===== src/rtl/pc_sequencer_pkg.sv =====
// Shared processor definitions for the program-counter sequencer:
// op encodings and a sizing helper for the return-stack pointer.
package pc_sequencer_pkg;

  // Operation encodings; codes 3'd6 and 3'd7 are reserved and behave as HOLD.
  localparam logic [2:0] OP_HOLD = 3'd0;
  localparam logic [2:0] OP_INC  = 3'd1;
  localparam logic [2:0] OP_JMP  = 3'd2;
  localparam logic [2:0] OP_BR   = 3'd3;
  localparam logic [2:0] OP_CALL = 3'd4;
  localparam logic [2:0] OP_RET  = 3'd5;

  // Width needed to count 0..depth inclusive.
  function automatic int sp_width(input int depth);
    return $clog2(depth + 1);
  endfunction

endpackage


===== src/rtl/pc_sequencer_ret_stack.sv =====
// LIFO return-address stack. The caller guarantees push only when not
// full and pop only when not empty. Storage is deliberately not reset:
// with count at zero, stale entries can never be read out through top.
module pc_ret_stack
  import pc_sequencer_pkg::*;
#(
  parameter int WIDTH = 4,
  parameter int DEPTH = 4
) (
  input  logic                                clk,
  input  logic                                reset,
  input  logic                                push,
  input  logic                                pop,
  input  logic [WIDTH-1:0]                    push_data,
  output logic [WIDTH-1:0]                    top,
  output logic [$clog2(DEPTH+1)-1:0]          count
);

  localparam int CW = sp_width(DEPTH);
  localparam int AW = (DEPTH > 1) ? $clog2(DEPTH) : 1;

  logic [WIDTH-1:0] mem_r [DEPTH];
  logic [CW-1:0]    count_r;
  logic [AW-1:0]    wr_idx_s;
  logic [AW-1:0]    rd_idx_s;

  // Write slot is the current count; the newest entry sits one below it.
  always_comb begin
    wr_idx_s = AW'(count_r);
    rd_idx_s = AW'(count_r - CW'(1));
  end

  // Occupancy counter, cleared asynchronously; push wins if both ever assert.
  always_ff @(posedge clk or posedge reset) begin
    if (reset) begin
      count_r <= {CW{1'b0}};
    end else if (push) begin
      count_r <= count_r + CW'(1);
    end else if (pop) begin
      count_r <= count_r - CW'(1);
    end else begin
      count_r <= count_r;
    end
  end

  // Entry storage, no reset.
  always_ff @(posedge clk) begin
    if (push) begin
      mem_r[wr_idx_s] <= push_data;
    end
  end

  // Newest entry; forced to zero when empty so no stale value leaks out.
  always_comb begin
    if (count_r == CW'(0)) begin
      top = {WIDTH{1'b0}};
    end else begin
      top = mem_r[rd_idx_s];
    end
  end

  assign count = count_r;

endmodule


===== src/rtl/pc_sequencer.sv =====
// Program-counter sequencer: holds the PC and a sticky stack-fault flag,
// decodes HOLD/INC/JMP/BR/CALL/RET and drives the return stack.
module pc_sequencer
  import pc_sequencer_pkg::*;
#(
  parameter int                WIDTH        = 4,
  parameter int                DEPTH        = 4,
  parameter logic [WIDTH-1:0]  RESET_VECTOR = '0
) (
  input  logic                        clk,
  input  logic                        reset,
  input  logic                        stall,
  input  logic [2:0]                  op,
  input  logic [WIDTH-1:0]            target,
  input  logic [WIDTH-1:0]            offset,
  output logic [WIDTH-1:0]            pc_out,
  output logic [$clog2(DEPTH+1)-1:0]  sp,
  output logic                        stack_full,
  output logic                        stack_empty,
  output logic                        fault
);

  localparam int CW = sp_width(DEPTH);

  logic [WIDTH-1:0] pc_r;
  logic [WIDTH-1:0] pc_next_s;
  logic             fault_r;
  logic             fault_next_s;
  logic             push_s;
  logic             pop_s;
  logic [WIDTH-1:0] ret_addr_s;
  logic [WIDTH-1:0] top_s;
  logic [CW-1:0]    count_s;
  logic             full_s;
  logic             empty_s;

  assign ret_addr_s = pc_r + WIDTH'(1);
  assign full_s     = (count_s == CW'(DEPTH));
  assign empty_s    = (count_s == CW'(0));

  pc_ret_stack #(
    .WIDTH (WIDTH),
    .DEPTH (DEPTH)
  ) u_ret_stack (
    .clk       (clk),
    .reset     (reset),
    .push      (push_s),
    .pop       (pop_s),
    .push_data (ret_addr_s),
    .top       (top_s),
    .count     (count_s)
  );

  // Op decode: next PC, fault update and stack control; stall overrides all.
  always_comb begin
    pc_next_s    = pc_r;
    fault_next_s = fault_r;
    push_s       = 1'b0;
    pop_s        = 1'b0;
    if (stall) begin
      pc_next_s    = pc_r;
      fault_next_s = fault_r;
    end else begin
      case (op)
        OP_HOLD: pc_next_s = pc_r;
        OP_INC:  pc_next_s = pc_r + WIDTH'(1);
        OP_JMP:  pc_next_s = target;
        // Offset is already WIDTH bits, so a plain modular add equals
        // adding the sign-extended displacement.
        OP_BR:   pc_next_s = pc_r + offset;
        OP_CALL: begin
          if (full_s) begin
            fault_next_s = 1'b1;
          end else begin
            push_s    = 1'b1;
            pc_next_s = target;
          end
        end
        OP_RET: begin
          if (empty_s) begin
            fault_next_s = 1'b1;
          end else begin
            pop_s     = 1'b1;
            pc_next_s = top_s;
          end
        end
        default: pc_next_s = pc_r;
      endcase
    end
  end

  // PC and sticky fault registers with asynchronous reset.
  always_ff @(posedge clk or posedge reset) begin
    if (reset) begin
      pc_r    <= RESET_VECTOR;
      fault_r <= 1'b0;
    end else begin
      pc_r    <= pc_next_s;
      fault_r <= fault_next_s;
    end
  end

  assign pc_out      = pc_r;
  assign fault       = fault_r;
  assign sp          = count_s;
  assign stack_full  = full_s;
  assign stack_empty = empty_s;

endmodule


===== config.mk =====
export PLATFORM = sky130hd
export DESIGN_NAME = pc_sequencer
export DESIGN_NICKNAME = d
export VERILOG_FILES = /design/src/rtl/pc_sequencer_pkg.sv /design/src/rtl/pc_sequencer_ret_stack.sv /design/src/rtl/pc_sequencer.sv
export SDC_FILE = /design/constraint.sdc
export NUM_CORES = 1
export LEC_CHECK = 0
export ABC_AREA = 1
export CAP_MARGIN = 10
export CORE_AREA = 3 3 60 62
export CTS_CLUSTER_DIAMETER = 40
export CTS_CLUSTER_SIZE = 12
export DETAILED_ROUTE_END_ITERATION = 12
export DIE_AREA = 0 0 63 65
export PLACE_DENSITY = 0.8
export SLEW_MARGIN = 10
export SYNTH_ARGS = -nofsm -noshare
export SYNTH_HDL_FRONTEND = slang
export SYNTH_SLANG_ARGS = --single-unit

===== constraint.sdc =====
create_clock -name clk -period 1.75 [get_ports clk]
set_input_delay 0.2625 -clock clk [delete_from_list [all_inputs] [get_ports clk]]
set_output_delay 0.2625 -clock clk [all_outputs]
set_load 0.02 [all_outputs]

### Word level (Yosys, flattened, before mapping)

Memory sizes are Yosys's and may differ from the RTL's.
Cells that the tools add are included.

* RAM bits: 16
* flip-flop bits (word level): 8
* memories kept: 1
* output and inout port bits: 10
* word-level logic and storage cells: 41

* reductions and logical operators: 6
* add/sub/neg operators: 4
* bitwise operators: 1
* muxes and demuxes: 16
* equality and inequality tests: 10

Memory list
* u_ret_stack.mem_r: depth 4, width 4, rd ports 1, clocked after memory_dff 0, write ports 1, RTL line pc_sequencer_ret_stack.sv:22 `logic [WIDTH-1:0] mem_r [DEPTH];`

Operator list (count)
* 4-bit case mux with 5 select lines: 1
* 1-bit two-way mux: 10
* 3-bit equality test, second input constant: 3
* 4-bit two-way mux: 2
* 2-bit != test, second input constant: 4
* 4-bit AND reduction: 2
* 3-bit by 2-bit equality test with 1-bit output, second input constant: 2
* 3-bit two-way mux: 2
* 5-bit nonzero test: 1
* 4-bit by 1-bit adder with 4-bit output, second input constant: 1
* 4-bit adder: 1
* 2-bit nonzero test: 2
* 3-bit by 1-bit adder with 3-bit output, second input constant: 1
* 3-bit by 1-bit equality test with 1-bit output, second input constant: 1
* 3-bit zero test: 1
* 3-bit by 1-bit subtractor with 3-bit output, second input constant: 1
* 1-bit case mux with 2 select lines: 1
* 1-bit inverter: 1

### Logic depth before layout (Yosys ltp)

* depth after elaboration: 6
* gate-level depth with buffers: 11
* mapped depth without buffers: 9

### By module

From an unflattened synthesis, not the netlist that was laid out.

* cell total of the unflattened synthesis: 189
* area total of the unflattened synthesis: 1627.8 um^2

By module, submodules not included
* pc_ret_stack: area each 948.4 um^2, instances 1, sequential area each 555.5 um^2, cells each 94
* pc_sequencer: area each 679.4 um^2, instances 1, sequential area each 125.1 um^2, cells each 95

### Worst setup path before layout

Ideal clock, no wire load.

* kind: register to register
* start: register u_ret_stack.count_r[0] (netlist: u_ret_stack.count[0])
* end: memory u_ret_stack.mem_r[0][0] (enable)
* period minus slack after synthesis: 1.860 ns
* data arrival time: 1.531 ns
* cell stages (with the launch flop): 7
* setup slack: -0.110 ns
* buffers on the path: 1
* setup time: 0.329 ns
* cells stage by stage: dfrtp_1 > buf_2 > inv_2 > ha_1 > nand2_1 > nand3_2 > nor2_1

* cells in the longest elaborated chain, start to end: 6

RTL lines
* start: declaration: RTL line pc_sequencer_ret_stack.sv:23 `logic [CW-1:0] count_r;`
* start signal: assignment: RTL line pc_sequencer_ret_stack.sv:36 `count_r <= {CW{1'b0}};`
* start signal: assignment: RTL line pc_sequencer_ret_stack.sv:38 `count_r <= count_r + CW'(1);`
* start signal: assignment: RTL line pc_sequencer_ret_stack.sv:40 `count_r <= count_r - CW'(1);`
* 3-bit equality test: RTL line pc_sequencer.sv:38 `assign full_s = (count_s == CW'(DEPTH));`
* 1-bit two-way mux: RTL line pc_sequencer.sv:72 `if (full_s) begin`
* 1-bit two-way mux: RTL line pc_sequencer.sv:64 `case (op)`
* 1-bit two-way mux: RTL line pc_sequencer.sv:60 `if (stall) begin`
* 1-bit two-way mux: RTL line pc_sequencer_ret_stack.sv:48 `if (push) begin`
* 1-bit two-way mux (implied by the code): RTL line pc_sequencer_ret_stack.sv:49 `mem_r[wr_idx_s] <= push_data;`
* end: declaration: RTL line pc_sequencer_ret_stack.sv:22

Parallel ways exist; a longest one is shown, timed or not.

### Worst setup path after layout

* start: register u_ret_stack.count_r[2] (netlist: u_ret_stack.count[2])
* end: output port sp[2]

RTL lines
* end: declaration: RTL line pc_sequencer.sv:17 `output logic [$clog2(DEPTH+1)-1:0] sp,`

No word-level cell between the ends.

==> summary.txt <==
Synth
  • Cell Area, Synth: 1440 µm²
  • Post-synthesis area per instance: 8.32 µm²
  • Synthesis-stage register bit count: 24
  • Net Count, Synth: 197
  • Area fraction in compound gates after synthesis: 7.21%
  • Adder-Cell Fraction of Synth Area: 9.21%
  • Post-Synth Simple-Gate Area: 22.9%
  • Synth Area in XOR/XNOR: 5.99%
  • Synth cell types: 19
  • Multiplexer share of the synthesized area: 0%
  • Seq/Total Area, Yosys: 47.3%
  • Ys Warns: 0
  • Synthesized instance count: 173
  • Largest family of logic cells by synthesized area: simple AND/OR/NAND/NOR gates

Routing
  • WL per Instance: 11.6 µm
  • Routed wire length: 2.96 mm
  • Vias: 1203
  • Drt first pass iters: 4
  • Drt first-iter violations: 54
  • Drt via density: 4.70
  • Detailed-route DRC error count: 0
  • DRT antenna net count: 0

GRT
  • Vias in the first global route: 1205
  • Largest net degree at the start of global routing: 15
  • Congestion Overflow GR: 0
  • Global-route wire length before repair: 5.12 mm
  • Total GRT Usage: 15.8%
  • Antenna violations before repair: 0

Place
  • Post-place setup slack: -118 ps
  • Placer's final routability congestion estimate: 0.786
  • DP HPWL: 2.36 mm
  • Area after DPL: 1830 µm²
  • Port bufs: 23

Timing
  • Number of hold violations in the final report: 0
  • Setup TNS: 0 ps
  • Tmin final: 1710 ps
  • Fin worst setup slack: 37.9 ps
  • Fin. max-slew vios: 0
  • FMAX: 584 MHz
  • Max-slew headroom: 68.9%
  • Worst hold margin: 191 ps
  • # setup viols final: 0
  • Setup repair after global routing missed its margin: false
  • Slew @ Worst Pin: 463 ps
  • Final period utilization: 97.8%
  • Final Skew: 14.8 ps

Setup path
  • Max stage delay cell, worst path: clkdlybuf4s50_1
  • Crit path required time: 1490 ps
  • Slowest stage delay, CP: 640 ps
  • Cell Chain, Critical Path: clkdlybuf4s50_1
  • CP Launch Type: flip-flop
  • CP Capture Type: output pin
  • Crit path arrival time: 1450 ps
  • CP top delay family: buffers and inverters
  • CP max FO: 5
  • Worst path bufs/invs: 1
  • Worst Setup Path Type: reg -> out

Cells and area
  • Layout cells sized above 1: 16.0%
  • Nets: 237
  • Fillers: 272
  • Area Overhead vs Synth: 32.8%
  • Final Instance Area: 1910 µm²
  • Ant. Diodes: 0

Power
  • Pleak: 0.000925 µW
  • Power Total: 2610 µW
  • Cell Pwr Density: 1360 nW/µm²
  • VDD IR max: 0.668 mV

Floorplan
  • Initial core utilization: 46.8%
  • IO Pins: 24
  • Die Height: 65 µm
  • Die Span X: 63 µm
  • Die Area: 4100 µm²
  • Core Box Area: 3080 µm²
  • Row cnt: 20

Clocking
  • Clock root buffer: clkbuf_4
  • Clock buffer depth: 2
  • Setup Fix Bufs, Post-CTS: 0
  • Clk_lat worst skew: 320 ps
  • Clk slew on worst S/H paths: 140 ps
  • CTS sink cnt: 24
  • CTS tree: built
  • TritonCTS Buffers: 3
  • H-tree Lvls: 1

Outcome
  • Status: finished clean

Hold path
  • Hold Path Class: in -> async

Job
  • Maxcap violations: 0
==> final timing paths <==
kind                                                        from                          endpoint  slack [ps]  cells after the start
worst max-delay path            u_ret_stack.count[2]$_DFFE_PP0P_                             sp[2]          40                      1
worst min-delay path                                       reset                 fault$_DFFE_PP0P_         190                      2
worst max register to register             pc_out[1]$_DFFE_PP0P_             pc_out[1]$_DFFE_PP0P_         230                      7
worst min register to register                 fault$_DFFE_PP0P_                 fault$_DFFE_PP0P_         490                      1
max in group asynchronous                                  reset  u_ret_stack.count[0]$_DFFE_PP0P_        1280                      2
min in group clk                               fault$_DFFE_PP0P_                 fault$_DFFE_PP0P_         490                      1
==> report_power, final <==
part           internal (µW)  switching (µW)
clock network            231             170
registers                752            93.9
logic                    588             772
==> repair_timing <==
action / in CTS / in global routing
gates cloned: 0 / 0
endpoints found under the hold margin: 0 / 0
resized for setup: 7 / 8
setup endpoints to repair: 3 / 5
hold buffers: 0 / 0
==> registers in the layout (all words and copies together), names as in the netlist <==
signal / count
pc_out: 4
u_ret_stack.mem_r: 16
fault: 1
u_ret_stack.count: 3
==> per-layer routing <==
metal | vias up | part of all wire, % | global-route usage, % | routed length (µm)
li1 | 625 | - | - | -
met1 | 546 | 44 | 19.3 | 1300
met2 | 30 | 50 | 27.8 | 1480
met3 | 2 | 5.4 | 4.51 | 160
met4 | 0 | 0.44 | 3.31 | 13
met5 | - | 0 | 0 | 0
==> cells in the mapped netlist <==
| library cell | number | area, µm² |
|---|---|---|
| nand3_2 | 1 | 10.0 |
| inv_2 | 2 | 7.51 |
| inv_1 | 24 | 90.1 |
| edfxtp_1 | 16 | 480 |
| buf_2 | 1 | 5.00 |
| xor2_1 | 4 | 35.0 |
| dfrtp_1 | 8 | 200 |
| xor2_2 | 1 | 16.3 |
| nand3_1 | 11 | 55.1 |
| o21ai_0 | 15 | 75.1 |
| ha_1 | 9 | 113 |
| nand2_2 | 1 | 6.26 |
| nor2_1 | 27 | 101 |
| a21oi_1 | 4 | 20.0 |
| clkbuf_1 | 1 | 3.75 |
| nand2_1 | 42 | 158 |
| fa_1 | 1 | 20.0 |
| a31o_2 | 1 | 8.76 |
| xnor2_1 | 4 | 35.0 |
==> logic make-up after synthesis <==
kind of cell    after synthesis
xor+xnor                      9
fa+ha+maj                    10
simple gates                 82
flops                        24
buf+inv                      28
compound gates               20
==> through the flow <==
stage	std cells	util [%]
6_report	256	62.1
5_1_grt	256	62.1
4_1_cts	256	61.3
3_5_place_dp	252	59.6
3_3_place_gp	252	59.6
2_1_floorplan	173	-
==> layout by cell type, fill, tap and decap left out <==
cell type,count
a21oi_1,4
a31o_2,1
buf_4,14
bufinv_16,1
clkbuf_4,3
clkdlybuf4s15_2,2
clkdlybuf4s50_1,16
dfrtp_1,7
dfrtp_2,1
dlygate4sd2_1,1
dlymetal6s2s_1,4
edfxtp_1,16
fa_1,1
ha_1,8
ha_4,1
inv_1,23
inv_2,3
nand2_1,41
nand2_2,2
nand3_1,11
nand3_2,1
nor2_1,23
nor2_2,4
o21ai_0,15
xnor2_1,4
xor2_1,4
xor2_2,1
==> final cells by class <==
cell class / count / area (µm²) / area share (%)
inverters: 26 / 97.6 / 5.10
repair buffers: 37 / 347 / 18.1
clock inverters: 1 / 30.0 / 1.57
clock buffers: 3 / 22.5 / 1.18
well taps: 44 / 55.1 / 2.88
multi-input cells: 121 / 678 / 35.5
flip-flops and latches: 24 / 682 / 35.7
No activity file was read; power rests on OpenSTA's default activity.
